===== config.mk =====
export PLATFORM = sky130hd
export DESIGN_NAME = result_drain_ctrl
export DESIGN_NICKNAME = d
export VERILOG_FILES = /design/src/rtl/result_drain_ctrl.sv
export SDC_FILE = /design/constraint.sdc
export NUM_CORES = 2
export LEC_CHECK = 0
export CAP_MARGIN = 20
export CORE_AREA = 5 5 345 347
export DETAILED_ROUTE_END_ITERATION = 6
export DIE_AREA = 0 0 350 352
export GPL_TIMING_DRIVEN = 1
export PLACE_DENSITY = 0.57
export SYNTH_ARGS = -nofsm -noshare
export SYNTH_HDL_FRONTEND = slang
export SYNTH_SLANG_ARGS = --single-unit

===== constraint.sdc =====
create_clock -name clk -period 3.2 [get_ports clk]
set_input_delay 0.64 -clock clk [delete_from_list [all_inputs] [get_ports clk]]
set_output_delay 0.64 -clock clk [all_outputs]
set_load 0.1 [all_outputs]

===== src/rtl/result_drain_ctrl.sv =====
// Result SRAM drain: reads num_rows rows starting at base_addr and streams each row as BEATS OUT_BW-bit beats, lane 0 first.
// Build option RESULT_RELU_EN: lanes with the sign bit set are zeroed at capture; latency is unchanged.
module result_drain_ctrl #(
    parameter int ADDRESSSIZE    = 10,
    parameter int PARTIAL_SUM_BW = 24,
    parameter int MATRIX_SIZE    = 32,
    parameter int OUT_BW         = 96
) (
    input  logic                                  clk,
    input  logic                                  rstn,
    input  logic                                  start,
    input  logic                                  abort,
    input  logic [ADDRESSSIZE-1:0]                base_addr,
    input  logic [ADDRESSSIZE-1:0]                num_rows,
    output logic [ADDRESSSIZE-1:0]                sram_rd_addr,
    input  logic [MATRIX_SIZE*PARTIAL_SUM_BW-1:0] sram_rd_data,
    output logic                                  out_valid,
    input  logic                                  out_ready,
    output logic [OUT_BW-1:0]                     out_data,
    output logic                                  out_last,
    output logic                                  busy,
    output logic                                  done
);

    localparam int W     = MATRIX_SIZE * PARTIAL_SUM_BW;
    localparam int BEATS = W / OUT_BW;
    localparam int BCW   = (BEATS > 1) ? $clog2(BEATS) : 1;
    localparam logic [BCW-1:0] LAST_BEAT = BCW'(BEATS - 1);

    typedef enum logic [2:0] {
        S_IDLE,
        S_RD,
        S_CAP,
        S_STREAM,
        S_DONE
    } state_t;

    state_t                 r_state;
    logic [ADDRESSSIZE-1:0] r_sram_rd_addr;
    logic [ADDRESSSIZE-1:0] r_rows_left;
    logic [BCW-1:0]         r_beat_cnt;
    logic [W-1:0]           r_shift;
    logic                   r_out_valid;
    logic                   r_out_last;
    logic                   r_busy;
    logic                   r_done;

    logic [W-1:0]           w_cap_data;
    logic                   w_accept;
    logic                   w_last_row;
    logic [BCW-1:0]         w_next_beat;

`ifdef RESULT_RELU_EN
    always_comb begin
        w_cap_data = sram_rd_data;
        for (int l = 0; l < MATRIX_SIZE; l++) begin
            if (sram_rd_data[l*PARTIAL_SUM_BW + PARTIAL_SUM_BW - 1]) begin
                w_cap_data[l*PARTIAL_SUM_BW +: PARTIAL_SUM_BW] = '0;
            end
        end
    end
`else
    assign w_cap_data = sram_rd_data;
`endif

    assign w_accept    = r_out_valid && out_ready;
    assign w_last_row  = (r_rows_left == ADDRESSSIZE'(1));
    assign w_next_beat = r_beat_cnt + BCW'(1);

    always_ff @(posedge clk or negedge rstn) begin
        if (!rstn) begin
            r_state        <= S_IDLE;
            r_sram_rd_addr <= '0;
            r_rows_left    <= '0;
            r_beat_cnt     <= '0;
            r_shift        <= '0;
            r_out_valid    <= 1'b0;
            r_out_last     <= 1'b0;
            r_busy         <= 1'b0;
            r_done         <= 1'b0;
        end else if (abort) begin
            // Abort wins over start and over a beat handshaking in the same cycle.
            r_state     <= S_IDLE;
            r_beat_cnt  <= '0;
            r_out_valid <= 1'b0;
            r_out_last  <= 1'b0;
            r_busy      <= 1'b0;
            r_done      <= 1'b0;
        end else begin
            case (r_state)
                S_IDLE: begin
                    if (start) begin
                        r_busy <= 1'b1;
                        if (num_rows == '0) begin
                            r_state <= S_DONE;
                            r_done  <= 1'b1;
                        end else begin
                            r_state        <= S_RD;
                            r_rows_left    <= num_rows;
                            r_sram_rd_addr <= base_addr;
                            r_beat_cnt     <= '0;
                        end
                    end
                end
                S_RD: begin
                    r_state <= S_CAP;
                end
                S_CAP: begin
                    r_state     <= S_STREAM;
                    r_shift     <= w_cap_data;
                    r_beat_cnt  <= '0;
                    r_out_valid <= 1'b1;
                    r_out_last  <= w_last_row && (BEATS == 1);
                end
                S_STREAM: begin
                    if (w_accept) begin
                        r_shift <= r_shift >> OUT_BW;
                        if (r_beat_cnt == LAST_BEAT) begin
                            r_beat_cnt  <= '0;
                            r_out_valid <= 1'b0;
                            r_out_last  <= 1'b0;
                            if (w_last_row) begin
                                r_state <= S_DONE;
                                r_done  <= 1'b1;
                            end else begin
                                r_state        <= S_RD;
                                r_rows_left    <= r_rows_left - ADDRESSSIZE'(1);
                                r_sram_rd_addr <= r_sram_rd_addr + ADDRESSSIZE'(1);
                            end
                        end else begin
                            r_beat_cnt <= w_next_beat;
                            r_out_last <= w_last_row && (w_next_beat == LAST_BEAT);
                        end
                    end
                end
                S_DONE: begin
                    r_state <= S_IDLE;
                    r_done  <= 1'b0;
                    r_busy  <= 1'b0;
                end
                default: begin
                    r_state <= S_IDLE;
                end
            endcase
        end
    end

    assign sram_rd_addr = r_sram_rd_addr;
    assign out_valid    = r_out_valid;
    assign out_data     = r_shift[OUT_BW-1:0];
    assign out_last     = r_out_last;
    assign busy         = r_busy;
    assign done         = r_done;

endmodule


==> flow_summary.toml <==
[synthesis]
ys.flop_type = "dfrtp_1"
synthArstFlopShare_pct = 100
ys_seq_area_share_pct = 54.7
ys_types = 49
synth_fp_nets = 5184
post-synth-top-count-cell = "nand2_1"
synth_top_area_share_pct = 54.7
synth_top_area_cell = "dfrtp_1"
synth_area_leaders = "dfrtp_1, nand2_1, a31oi_1"
synth_edf_count = 0
ys_ff_latch = 798
netlist_instances = 4385
yosysWarnings = 0
syn_area_per_cell_um2 = 8.32
netlist_area_um2 = 36500
netlist_top_cells_count = "nand2_1, dfrtp_1, nor2_1"

[finish]
syn_to_final_growth_pct = 35.6
fill_cells = 11700
nets = 5846
drive_above_1_share_pct = 7.27

[clock_tree]
cts-htree-levels = 3
clkSinkCount = 798
clkTransAtPathRegs_ns = 0.06
cts_buffer_depth = 3
cts_buffers = 92
cts_tree = "built"
ctsHoldBuffers = 0
clock_latency_ns = 0.67
clock_tree.root_cell = "clkbuf_16"
ctsResizeCount = 0
cts_setup_buffers = 0

[global_route]
use_met1_pct = 29.8
antenna_found_initial = 55
busiest_layer = "met2"
grt_util_met2_pct = 34.1
grt_first_pass_wirelength_mm = 205
grt_max_degree = 120
grt.total_usage_pct = 21.8
grtUsageMet3_pct = 4.31
grt_pass1_vias = 31800
overflow = 0

[setup_path]
crit_path_cell_trace = "ha_1, ha_1, and4_1, a22o_1, and3_1, o21a_1, o22a_1"
cp_common_cell = "ha_1"
critPathMaxFanout = 20
rr_worst_depth = 7
slowest_delay_ns = 0.67
endpoint_kind = "flip-flop"
cp_data_required_time_ns = 3.81
crit_arrival_ns = 2.95
worst_path_max_delay_cell = "and3_1"
crit_path_start_kind = "flip-flop"
setup.worst_path.class = "flip-flop to flip-flop"

[routing]
num_vias = 32600
viasPerCell = 4.87
route.detailed.drc = 0
wire_per_inst_um = 20.9
routed_wl_mm = 140
postRouteAntennaNets = 0
drt_iter0_markers = 2625
firstDrtPassIters = 6

[sta]
slew_viol_final = 0
rsz0062_at_grt = "no"
max_freq_mhz = 428
max-slew-margin-rel_pct = 41.8
worst-slew-pin-transition_ns = 0.872
period_share_pct = 73.0
finClkSkew_ns = 0.0401
hold_violations = 0
period_minus_slack_ns = 2.34
finalSetupViolCount = 0
totalNegativeSetupSlack_ns = 0

[placement]
globalplace.congestion = 0.858
port_buffers = 902
dpl.hpwl_mm = 104

[die]
die_w_um = 350
coreArea_um2 = 116000
dieArea_um2 = 123000
rows = 125
fp.dieH_um = 352
start_util_pct = 31.6
ios = 903

[pwr]
powerDensity_nw_per_um2 = 802
total_power_mw = 39.7
vdd_drop_max_mv = 0.517
p_leak_nw = 20.9

[run_status]
outcome = "complete, no violations"

[job]
cap_violations = 0

[min_path]
hold_path_class = "input pin to async pin"
layout make-up:
type,count,area (µm²),area share [%]
Timing Repair Buffer,1008,10100,20.4
Multi-Input combinational cell,3140,14200,28.8
Clock inverter,28,384,0.776
Clock buffer,138,2740,5.53
Inverter,7,26.3,0.0531
Tap cell,1524,1910,3.85
Antenna cell,45,113,0.228
Sequential cell,798,20000,40.4
registers in the layout (all words and copies together) (netlist names):
name,cells
r_shift,768
r_rows_left,10
sram_rd_addr,10
r_beat_cnt,3
r_state,3
busy,1
done,1
out_last,1
out_valid,1
critical path, delay by kind of cell, from the launching register on:
family	cells	cell delay, ns
AO/OA/AOI/OAI	3	0.54
adder cells (fa/ha/maj)	2	0.40
flip-flops	1	0.38
AND/OR/NAND/NOR	2	0.98
routing by layer:
metal	share of wire, %	up-vias
li1	-	15900
met1	44	15500
met2	47	911
met3	5.8	219
met4	3.2	8
met5	0.044	-
power breakdown:
group | switching, mW | internal [mW]
Sequential | 2.74 | 14.1
Clock | 4.45 | 6.41
Combinational | 7.80 | 4.17
Total | 15.0 | 24.7
cell families (layout without fill, tap and decap cells):
kind of cell / count (synthesis) / in the layout / share of synthesized area (%)
and+or+nand+nor: 2385 / 2385 / 25.9
adders and majority gates: 6 / 6 / 0.206
buffers and inverters: 447 / 1181 / 6.35
other: 0 / 45 / 0
muxes: 1 / 1 / 0.0274
AOI/OAI and AO/OA: 748 / 748 / 12.8
DFF: 798 / 798 / 54.7
cell usage in the layout, fill, tap and decap left out, types with 3 or more instances in the layout:
master and n:
nand2_1 1553, dfrtp_1 797, clkdlybuf4s50_1 791, nor2_1 688, a31oi_1 676, buf_4 171
nand3b_1 99, clkbuf_16 94, diode_2 45, buf_12 45, a21oi_1 25, o21ai_0 24
clkbuf_1 22, clkbuf_8 22, clkinv_2 12, nand3_1 11, inv_1 7, ha_1 6
bufinv_16 6, nor3_1 5, or3_1 4, nor4_1 3, nand4_1 3, and3_1 3
clkinv_4 3
final timing paths:
kind	startpoint	to	slack [ns]
setup / recovery	r_beat_cnt[0]	r_rows_left[7]	0.86
max in group asynchronous	rstn	r_shift[135]	2.22
hold reg to reg	r_shift[743]	r_shift[743]	0.46
min in group clk	r_shift[743]	r_shift[743]	0.46
setup reg to reg	r_beat_cnt[0]	r_rows_left[7]	0.86
hold / removal	rstn	r_shift[704]	0.04
through the flow:
stage / instance area [µm²] / hold WS [ns] / worst slack, ns / std cells / util, %
5_1_grt: 49500 / 0.0334 / 0.653 / 6681 / 42.8
6_report: 49500 / 0.0448 / 0.864 / 6688 / 42.8
3_3_place_gp: 46300 / 0.449 / 0.460 / 6477 / 40.0
4_1_cts: 49400 / 0.00278 / 0.885 / 6643 / 42.7
3_5_place_dp: 46300 / 0.455 / 0.433 / 6477 / 40.0
2_1_floorplan: 36500 / 0.344 / 0.977 / 4385 / -
Power figures use the tool's default switching activity.
